--- config.mk ---
export PLATFORM = sky130hd
export DESIGN_NAME = ram_burst_reader
export DESIGN_NICKNAME = d
export VERILOG_FILES = /design/src/rtl/ram_burst_reader.sv
export SDC_FILE = /design/constraint.sdc
export NUM_CORES = 1
export LEC_CHECK = 0
export CORE_AREA = 2 2 93 184
export DETAILED_ROUTE_END_ITERATION = 8
export DIE_AREA = 0 0 95 186
export PLACE_DENSITY_LB_ADDON = 0.15
export SYNTH_ARGS = -nofsm -noshare
export SYNTH_HDL_FRONTEND = slang
export SYNTH_SLANG_ARGS = --single-unit
--- constraint.sdc ---
create_clock -name clk -period 5.7 [get_ports clk]
set_clock_uncertainty 0.2 [all_clocks]
set_input_delay 0.855 -clock clk [delete_from_list [all_inputs] [get_ports clk]]
set_output_delay 0.855 -clock clk [all_outputs]
set_load 0.005 [all_outputs]
--- src/rtl/ram_burst_reader.sv ---
// Streams a burst of RAM words into a small FIFO with valid/ready output.
// Optional checksum output enabled by defining RAM_BURST_READER_CHECKSUM_EN.
module ram_burst_reader #(
    parameter int DATA_SIZE    = 32,
    parameter int ADDRESS_SIZE = 16,
    parameter int FIFO_DEPTH   = 4
) (
    input  logic                    clk,
    input  logic                    reset,
    input  logic                    start,
    input  logic [ADDRESS_SIZE-1:0] start_address,
    input  logic [ADDRESS_SIZE-1:0] length,
    output logic                    busy,
    output logic                    done,
    output logic                    ram_enable,
    output logic                    ram_read_write,
    output logic [ADDRESS_SIZE-1:0] ram_address,
    input  logic [DATA_SIZE-1:0]    ram_data_out,
    output logic [DATA_SIZE-1:0]    out_data,
    output logic                    out_valid,
    input  logic                    out_ready
`ifdef RAM_BURST_READER_CHECKSUM_EN
    ,
    output logic [DATA_SIZE-1:0]    checksum
`endif
);

    localparam int PTR_W = $clog2(FIFO_DEPTH);
    localparam logic [PTR_W:0] FULL_COUNT = (PTR_W+1)'(FIFO_DEPTH);
    localparam logic [PTR_W:0] ONE_COUNT  = (PTR_W+1)'(1);

    typedef enum logic [1:0] {
        ST_IDLE   = 2'd0,
        ST_READ   = 2'd1,
        ST_DRAIN  = 2'd2,
        ST_FINISH = 2'd3
    } state_t;

    state_t                  r_state;
    state_t                  w_nextState;
    logic [ADDRESS_SIZE-1:0] r_counter;
    logic [ADDRESS_SIZE-1:0] r_remaining;
    logic [ADDRESS_SIZE-1:0] r_lastAddress;
    logic [DATA_SIZE-1:0]    r_mem [FIFO_DEPTH];
    logic [PTR_W-1:0]        r_rdPtr;
    logic [PTR_W-1:0]        r_wrPtr;
    logic [PTR_W:0]          r_count;
    logic                    w_pop;
    logic                    w_space;
    logic                    w_issue;
    logic                    w_lastIssue;
    logic                    w_loadBurst;

    // A full buffer that is popped this cycle frees the slot the new read needs.
    assign w_pop       = (r_count != '0) && out_ready;
    assign w_space     = (r_count != FULL_COUNT) || w_pop;
    assign w_issue     = (r_state == ST_READ) && (r_remaining != '0) && w_space;
    assign w_lastIssue = w_issue && (r_remaining == ADDRESS_SIZE'(1));
    assign w_loadBurst = (r_state == ST_IDLE) && start && (length != '0);

    assign ram_enable     = w_issue;
    assign ram_read_write = 1'b1;
    assign ram_address    = w_issue ? r_counter : r_lastAddress;
    assign out_valid      = (r_count != '0);
    assign out_data       = r_mem[r_rdPtr];

    always_ff @(posedge clk) begin
        if (reset) begin
            r_state <= ST_IDLE;
        end else begin
            r_state <= w_nextState;
        end
    end

    always_comb begin
        w_nextState = r_state;
        busy        = 1'b1;
        done        = 1'b0;
        case (r_state)
            ST_IDLE: begin
                busy = 1'b0;
                if (start) begin
                    w_nextState = (length != '0) ? ST_READ : ST_FINISH;
                end
            end
            ST_READ: begin
                if (w_lastIssue) begin
                    w_nextState = ST_DRAIN;
                end
            end
            ST_DRAIN: begin
                if ((r_count == '0) || ((r_count == ONE_COUNT) && w_pop)) begin
                    w_nextState = ST_FINISH;
                end
            end
            ST_FINISH: begin
                done        = 1'b1;
                w_nextState = ST_IDLE;
            end
            default: w_nextState = ST_IDLE;
        endcase
    end

    // Reset clears the buffer contents so out_data reads zero after an abort.
    always_ff @(posedge clk) begin
        if (reset) begin
            r_counter     <= '0;
            r_remaining   <= '0;
            r_lastAddress <= '0;
            r_rdPtr       <= '0;
            r_wrPtr       <= '0;
            r_count       <= '0;
            for (int i = 0; i < FIFO_DEPTH; i++) begin
                r_mem[i] <= '0;
            end
        end else begin
            if (w_loadBurst) begin
                r_counter   <= start_address;
                r_remaining <= length;
            end else if (w_issue) begin
                r_counter     <= r_counter + ADDRESS_SIZE'(1);
                r_remaining   <= r_remaining - ADDRESS_SIZE'(1);
                r_lastAddress <= r_counter;
            end
            if (w_issue) begin
                r_mem[r_wrPtr] <= ram_data_out;
                r_wrPtr        <= r_wrPtr + PTR_W'(1);
            end
            if (w_pop) begin
                r_rdPtr <= r_rdPtr + PTR_W'(1);
            end
            case ({w_issue, w_pop})
                2'b10:   r_count <= r_count + ONE_COUNT;
                2'b01:   r_count <= r_count - ONE_COUNT;
                default: r_count <= r_count;
            endcase
        end
    end

`ifdef RAM_BURST_READER_CHECKSUM_EN
    logic [DATA_SIZE-1:0] r_checksum;

    always_ff @(posedge clk) begin
        if (reset) begin
            r_checksum <= '0;
        end else if ((r_state == ST_IDLE) && start) begin
            r_checksum <= '0;
        end else if (w_issue) begin
            r_checksum <= r_checksum ^ ram_data_out;
        end
    end

    assign checksum = r_checksum;
`endif

endmodule

== Word-level counts from Yosys, hierarchy flattened ==
Memory sizes are Yosys's and may differ from the RTL's. A register that Yosys moved wholly into a read port is not among the register bits.
Index checks and enable logic that the tools add are counted.

* Output and inout bits: 53
* Memories: 1
* Register bits after elaboration: 57
* RAM bits: 128

{| class="wikitable"
|+ Memories
! name !! depth !! bits a word !! read ports !! clocked after Yosys merged registers in !! wr ports !! RTL line !! source
|-
| r_mem || 4 || 32 || 1 || 1 || 4 || 44 || <nowiki>logic [DATA_SIZE-1:0] r_mem [FIFO_DEPTH];</nowiki>
|}

* Equality and inequality tests: 11
* Reduce and logical (&&, ||, !) cells: 18
* Multiplexer cells: 23
* Add/sub/neg operators: 6

{| class="wikitable"
|+ Operators by type and width
! cell !! count
|-
| $mux W16 || 5
|-
| $mux W32 || 1
|-
| $reduce_bool A16 Y1 || 2
|-
| $reduce_or A32 Y1 || 1
|-
| $add A16 B1 Y16 const B || 1
|-
| $eq A16 B1 Y1 const B || 1
|-
| $sub A16 B1 Y16 const B || 1
|-
| $mux W2 || 7
|-
| $mux W1 || 8
|-
| $pmux W2 S4 || 1
|-
| $logic_and A1 B1 Y1 || 7
|-
| $eq A2 B2 Y1 const B || 3
|-
| $ne A2 B2 Y1 const B || 3
|-
| $pmux W3 S2 || 1
|-
| $add A2 B1 Y2 const B || 2
|-
| $eq A2 B1 Y1 const B || 2
|-
| $reduce_bool A2 Y1 || 2
|-
| $add A3 B1 Y3 const B || 1
|-
| $eq A3 B1 Y1 const B || 1
|-
| $logic_not A3 Y1 || 1
|-
| $ne A3 B3 Y1 const B || 1
|-
| $reduce_and A3 Y1 || 1
|-
| $reduce_bool A3 Y1 || 1
|-
| $sub A3 B1 Y3 const B || 1
|-
| other kinds (2) || 3
|}

== Depth between registers and ports, before layout ==
Gate-level depths: netlist (run 1).

* Depth in word-level cells: 9
* Gate-level depth with buffers: 11

== Worst setup path before layout (run 1) ==
No wires, ideal clock.

* Path type: input-to-reg
* Start point: input port out_ready
* End point: memory r_mem[1][0], enable pin
* Stages: 5
* Arrival: 4.004 ns
* Required time: 5.030 ns
* Slack: 1.026 ns
* Buffers on the path: 1
* Cells stage by stage: nand3b_1 > and2_0 > nand2_1 > buf_2 > o31ai_1

{| class="wikitable"
|+ RTL lines
! what !! RTL line !! source
|-
| start, declared || 21 || <nowiki>input logic out_ready</nowiki>
|-
| end, declared || 44 ||
|}

== Worst setup path after layout (run 1) ==
* Start point: input port out_ready
* End point: output port ram_address[8]

* Word-level cells in the longest chain between the ends: 4

{| class="wikitable"
|+ RTL lines
! what !! RTL line !! source
|-
| $logic_and A1 B1 Y1 || 55 || <nowiki>assign w_pop = (r_count != '0) && out_ready;</nowiki>
|-
| $logic_or A1 B1 Y1 || 56 || <nowiki>assign w_space = (r_count != FULL_COUNT) || w_pop;</nowiki>
|-
| $logic_and A1 B1 Y1 || 57 || <nowiki>assign w_issue = (r_state == ST_READ) && (r_remaining != '0) && w_space;</nowiki>
|-
| $mux W16 || -- ||
|-
| end, declared || 17 || <nowiki>output logic [ADDRESS_SIZE-1:0] ram_address,</nowiki>
|}

Every way passes these cells.

==> results.sh, run 1 <==
export IMPL_die_area_sq_mm=0.0177
export IMPL_viasPerCell=5.69
export IMPL_ant_nets=0
export IMPL_route_detailed_drc=0
export IMPL_max_slew_margin=0.284
export IMPL_finalSetupViolations=0
export IMPL_tightest_slew_ps=1070
export IMPL_grt_max_degree=66
export IMPL_overflow=0
export IMPL_synthesis_nets=819
export IMPL_synth_most_common_cell="edfxtp_1"
export IMPL_cts_path_max_buffers=2
export IMPL_ir_drop_mv=0.221
export IMPL_status="complete, no violations"
export IMPL_ioPinCount=121
export IMPL_synth_async_reset_ratio=0
export IMPL_startpoint_type="primary input"
export IMPL_dpl_cell_area_sq_mm=0.0101
export IMPL_regToRegSetupSlack_ps=2170
export IMPL_crit_path_end_kind="output pin"
export IMPL_fin_crit_ps=4410
export IMPL_vias=5993
export IMPL_synth_top_cell_area_share=0.438
export IMPL_wl_um=19700
export IMPL_dp_hpwl_um=13100
export IMPL_required_ps=4640
export IMPL_yosysTopAreaCell="edfxtp_1"
export IMPL_port_buffers=119
export IMPL_place_ws_ps=1280
export IMPL_syn_inst=737
export IMPL_cts_buffers_inserted=17
export IMPL_gp_congestion=0.805
export IMPL_cts_hold_buffers=0
export IMPL_synth_area_top_cells="edfxtp_1 44%, dfxtp_1 13%, mux4_2 8.2%, and2_1 7.0%, nand2_1 4.1%"
export IMPL_grt_pass1_wl_um=31600
export IMPL_antenna_cells=0
export IMPL_cts_setup_buffers=0
export IMPL_synth_seq_area_share=0.573
export IMPL_hold_class="reg2reg"
export IMPL_critPathKind="in2out"
export IMPL_rsz0062_at_grt="false"
export IMPL_syn2layout_area_growth_pct=21.2
export IMPL_cts_tree="built"
export IMPL_yosys_register_bits=187
export IMPL_synth_avg_cell_area_sq_um=11.9
export IMPL_ys_flop_type="edfxtp_1"
export IMPL_yosys_warnings=0
export IMPL_setup_tns_ps=0
export IMPL_ctsResizeCount=0
export IMPL_cts_root_buf="clkbuf_16"
export IMPL_die_x_um=95
export IMPL_ys_types=52
export IMPL_critPathMaxFanout=23
export IMPL_grt_pass1_vias=6228
export IMPL_p_per_area_mw_per_mm2=400
export IMPL_hold_viol_final=0
export IMPL_rows=66
export IMPL_cts_sinks=187
export IMPL_worst_slack_ps=1290
export IMPL_routedWlPerCell_um=18.7
export IMPL_die_y_um=186
export IMPL_report_final_slew_viol_count=0
export IMPL_initial_core_util=0.539
export IMPL_antenna_found_initial=0
export IMPL_leakage_nw=3.89
export IMPL_drive_gt1_frac=0.100
export IMPL_clk_latency_ps=410
export IMPL_maxCapViolations=0
export IMPL_firstDrtPassIters=4
export IMPL_grt_util_all_layers=0.237
export IMPL_clock_fmax_mhz=227
export IMPL_coreArea_sq_mm=0.0163
export IMPL_fin_crit_sh=0.774
export IMPL_drtIter0Drc=280
export IMPL_synth_edff_count=128
export IMPL_clk_pin_slew_worst_paths_ps=60
export IMPL_synth_area_sq_mm=0.00877
export IMPL_htreeDepth=4
export IMPL_nNetsFinal=920
export IMPL_final_cell_area_sq_mm=0.0106
export IMPL_crit_arrival_ps=3350
export IMPL_ys_top_cells_by_count="128 x edfxtp_1, 98 x and2_1, 95 x nand2_1"
## placed cells by master (no fill, tap or decap), types with 10 or more instances in the layout
master / synthesis / routed
edfxtp_1: 128 / 128
clkdlybuf4s50_1: 0 / 119
and2_1: 98 / 98
nand2_1: 95 / 95
dfxtp_1: 59 / 57
a21oi_1: 44 / 44
o21ai_0: 36 / 36
and3_1: 34 / 34
mux4_2: 32 / 32
xnor2_1: 25 / 25
clkbuf_16: 0 / 17
ha_1: 14 / 14
nor3_1: 13 / 13
nor4_1: 13 / 12
nor2_1: 14 / 12
inv_1: 11 / 11
buf_4: 4 / 10
## routing by layer
metal	up-vias	share of wire	wire (um)	track usage
li1	2879	-	-	-
met1	2931	0.37	7240	0.258
met2	171	0.58	11500	0.448
met3	12	0.043	842	0.0498
met4	0	0.0098	193	0.0730
met5	-	0	0	0
## stage by stage
stage	utilization	hold WS [ps]	total power (W)	instances
after floorplan	-	237	0.00264	737
after global placement	0.621	244	0.00316	1023
after CTS	0.653	260	0.00429	1054
final	0.653	259	0.00425	1054
after global routing	0.653	278	0.00449	1054
after detailed placement	0.621	251	0.00321	1023
## final cells by class
| type | count | area (sq um) |
|---|---|---|
| clock buffer | 18 | 429 |
| clock inverter | 13 | 103 |
| fill | 1249 | 5640 |
| inverter | 11 | 41.3 |
| multi-input combinational | 492 | 3500 |
| sequential | 187 | 5030 |
| tap | 204 | 255 |
| timing repair buffer | 129 | 1270 |
## worst max-delay path, cell delays in order
cell and delay (ps):
clkdlybuf4s50_1 480, nand3b_1 270, and2_0 320, nand2_1 110
inv_1 590, nand2_1 140, nand2_1 90, clkdlybuf4s50_1 490
## flip-flops by register name, indices dropped and copies added, names as in the netlist, named ones only
register / count
r_mem: 128
r_counter: 16
r_lastAddress: 16
r_remaining: 16
r_count: 3
r_rdPtr: 2
r_state: 2
r_wrPtr: 2
## power by group
part / internal, W / leakage [nW] / switching [W]
registers: 0.00170 / 1.81 / 0.000175
logic: 0.000660 / 1.82 / 0.000639
clock network: 0.000593 / 0.251 / 0.000482
total: 0.00295 / 3.89 / 0.00130
## final timing paths
kind | to | from | depth (start not counted)
hold / removal | r_lastAddress[5] | r_lastAddress[5] | 2
setup / recovery | ram_address[8] | out_ready | 8
hold reg to reg | r_lastAddress[5] | r_lastAddress[5] | 2
setup reg to reg | r_mem[2][1] | r_count[0] | 7
## logic make-up after synthesis
family / after synthesis / share of synthesized area
compound gates: 99 / 0.0621
xor+xnor: 29 / 0.0290
fa+ha+maj: 14 / 0.0200
buf+inv: 58 / 0.0310
flops: 187 / 0.573
mux: 36 / 0.0867
other cells: 1 / 0.000428
simple gates: 313 / 0.198
Power figures use the tool's default switching activity.
==> run 2: changes to the inputs <==
--- a/config.mk
+++ b/config.mk
@@ -5,9 +5,9 @@
 export SDC_FILE = /design/constraint.sdc
 export NUM_CORES = 1
 export LEC_CHECK = 0
-export CORE_AREA = 2 2 93 184
+export CORE_AREA = 2 2 97 193
 export DETAILED_ROUTE_END_ITERATION = 8
-export DIE_AREA = 0 0 95 186
+export DIE_AREA = 0 0 99 195
 export PLACE_DENSITY_LB_ADDON = 0.15
 export SYNTH_ARGS = -nofsm -noshare
 export SYNTH_HDL_FRONTEND = slang
==> constraint.sdc (replaced) <==
create_clock -name clk -period 4 [get_ports clk]
set_clock_uncertainty 0.2 [all_clocks]
set_input_delay 0.6 -clock clk [delete_from_list [all_inputs] [get_ports clk]]
set_output_delay 0.6 -clock clk [all_outputs]
set_load 0.005 [all_outputs]
==> results.sh, run 2 (same netlist as run 1, synthesis figures left out) <==
export IMPL_cts_path_max_buffers=2
export IMPL_final_common_cell="edfxtp_1"
export IMPL_setup_tns_ps=0
export IMPL_ctsResizeCount=0
export IMPL_final_cell_area_sq_mm=0.0108
export IMPL_drtIter0Drc=357
export IMPL_p_per_area_mw_per_mm2=577
export IMPL_cts_buffers_inserted=17
export IMPL_port_buffers=119
export IMPL_die_y_um=195
export IMPL_dpl_cell_area_sq_mm=0.0102
export IMPL_vias=6134
export IMPL_grt_util_all_layers=0.215
export IMPL_worst_path_most_repeated_cell="nand2_1"
export IMPL_ioPinCount=121
export IMPL_status="complete, no violations"
export IMPL_clk_pin_slew_worst_paths_ps=70
export IMPL_grt_max_degree=65
export IMPL_antenna_found_initial=0
export IMPL_syn2layout_area_growth_pct=22.9
export IMPL_grt_pass1_wl_um=32600
export IMPL_route_detailed_drc=0
export IMPL_stdcell_count=1073
export IMPL_overflow=0
export IMPL_initial_core_util=0.496
export IMPL_report_final_slew_viol_count=0
export IMPL_cts_sinks=187
export IMPL_crit_slowest_cell="clkdlybuf4s50_1"
export IMPL_die_x_um=99
export IMPL_worst_path_largest_cell_delay_ps=500
export IMPL_worst_slack_ps=333
export IMPL_startpoint_type="register"
export IMPL_fin_crit_sh=0.917
export IMPL_place_ws_ps=497
export IMPL_wl_um=20400
export IMPL_antenna_cells=0
export IMPL_maxCapViolations=0
export IMPL_cts_tree="built"
export IMPL_firstDrtPassIters=4
export IMPL_fin_crit_ps=3670
export IMPL_clk_latency_ps=420
export IMPL_coreArea_sq_mm=0.0177
export IMPL_rows=69
export IMPL_clock_fmax_mhz=273
export IMPL_die_area_sq_mm=0.0193
export IMPL_grt_pass1_vias=6424
export IMPL_hold_class="reg2reg"
export IMPL_finalSetupViolations=0
export IMPL_critPathKind="reg2out"
export IMPL_tightest_slew_ps=934
export IMPL_cts_root_buf="clkbuf_16"
export IMPL_leakage_nw=3.96
export IMPL_nNetsFinal=929
export IMPL_dp_hpwl_um=13900
export IMPL_placed_cells_incl_taps=1040
export IMPL_crit_path_end_kind="output pin"
export IMPL_gp_congestion=0.829
export IMPL_hold_viol_final=0
export IMPL_crit_arrival_ps=2870
export IMPL_most_common_layout_cells="128 x edfxtp_1, 119 x clkdlybuf4s50_1, 98 x and2_1, 95 x nand2_1, 57 x dfxtp_1"
export IMPL_max_slew_margin=0.377
export IMPL_regMostFlops="r_mem"
export IMPL_htreeDepth=4
export IMPL_rsz0062_at_grt="false"
export IMPL_drive_gt1_frac=0.115
export IMPL_viasPerCell=5.72
export IMPL_required_ps=3200
export IMPL_num_fill_cells=1420
export IMPL_critPathMaxFanout=19
export IMPL_ant_nets=0
export IMPL_routedWlPerCell_um=19.0
export IMPL_path_cells="inv_1 > ha_1 > nor4b_2 > nand4_1 > nand2_1 > buf_4 > nand2_1 > nand2_1 > clkdlybuf4s50_1"
export IMPL_largest_reg_flops=128
export IMPL_ir_drop_mv=0.303
-- run 2: worst paths after layout --
kind,startpoint,to,slack [ps],depth (start not counted)
worst min-delay path,r_lastAddress[9],r_lastAddress[9],260,2
worst max-delay path,r_remaining[0],ram_address[3],330,9
worst max register to register,r_state[1],r_mem[2][22],880,7
worst min register to register,r_lastAddress[9],r_lastAddress[9],260,2
-- run 2: area by class of cell --
type                    instances  area [sq um]  area share
clock buffers                  17           425      0.0395
clock inverters                15           158      0.0146
inverters                      11          41.3     0.00383
multi-input cells             492          3500       0.325
flip-flops and latches        187          5030       0.466
well taps                     213           267      0.0247
repair buffers                138          1360       0.126
-- run 2: stage by stage --
| step | util | total power (W) | hold slack (ps) |
|---|---|---|---|
| final | 0.609 | 0.00622 | 265 |
| after floorplan | - | 0.00377 | 237 |
| after global placement | 0.576 | 0.00456 | 244 |
| after global routing | 0.609 | 0.00654 | 283 |
| after CTS | 0.609 | 0.00628 | 262 |
| after detailed placement | 0.576 | 0.00463 | 253 |
-- run 2: metal layers --
layer,GRT usage,part of all wire
met5,0,0
met4,0.0863,0.023
met3,0.0344,0.040
met2,0.411,0.57
met1,0.229,0.36
-- run 2: repair_timing --
action,CTS,global route
endpoints found under the setup margin,0,8
buffers inserted,0,1
hold buffers,0,0
-- run 2: critical path: cells and delay by family, from the launching register on --
| family | cells | cell delay (ps) |
|---|---|---|
| fa+ha+maj | 1 | 220 |
| simple gates | 5 | 1020 |
| buf+inv | 3 | 860 |
| flops | 1 | 340 |
-- run 2: report_power, final --
part / switching [W] / internal (W)
clock: 0.000766 / 0.000882
combinational: 0.000915 / 0.000982
sequential: 0.000267 / 0.00241
total: 0.00195 / 0.00428
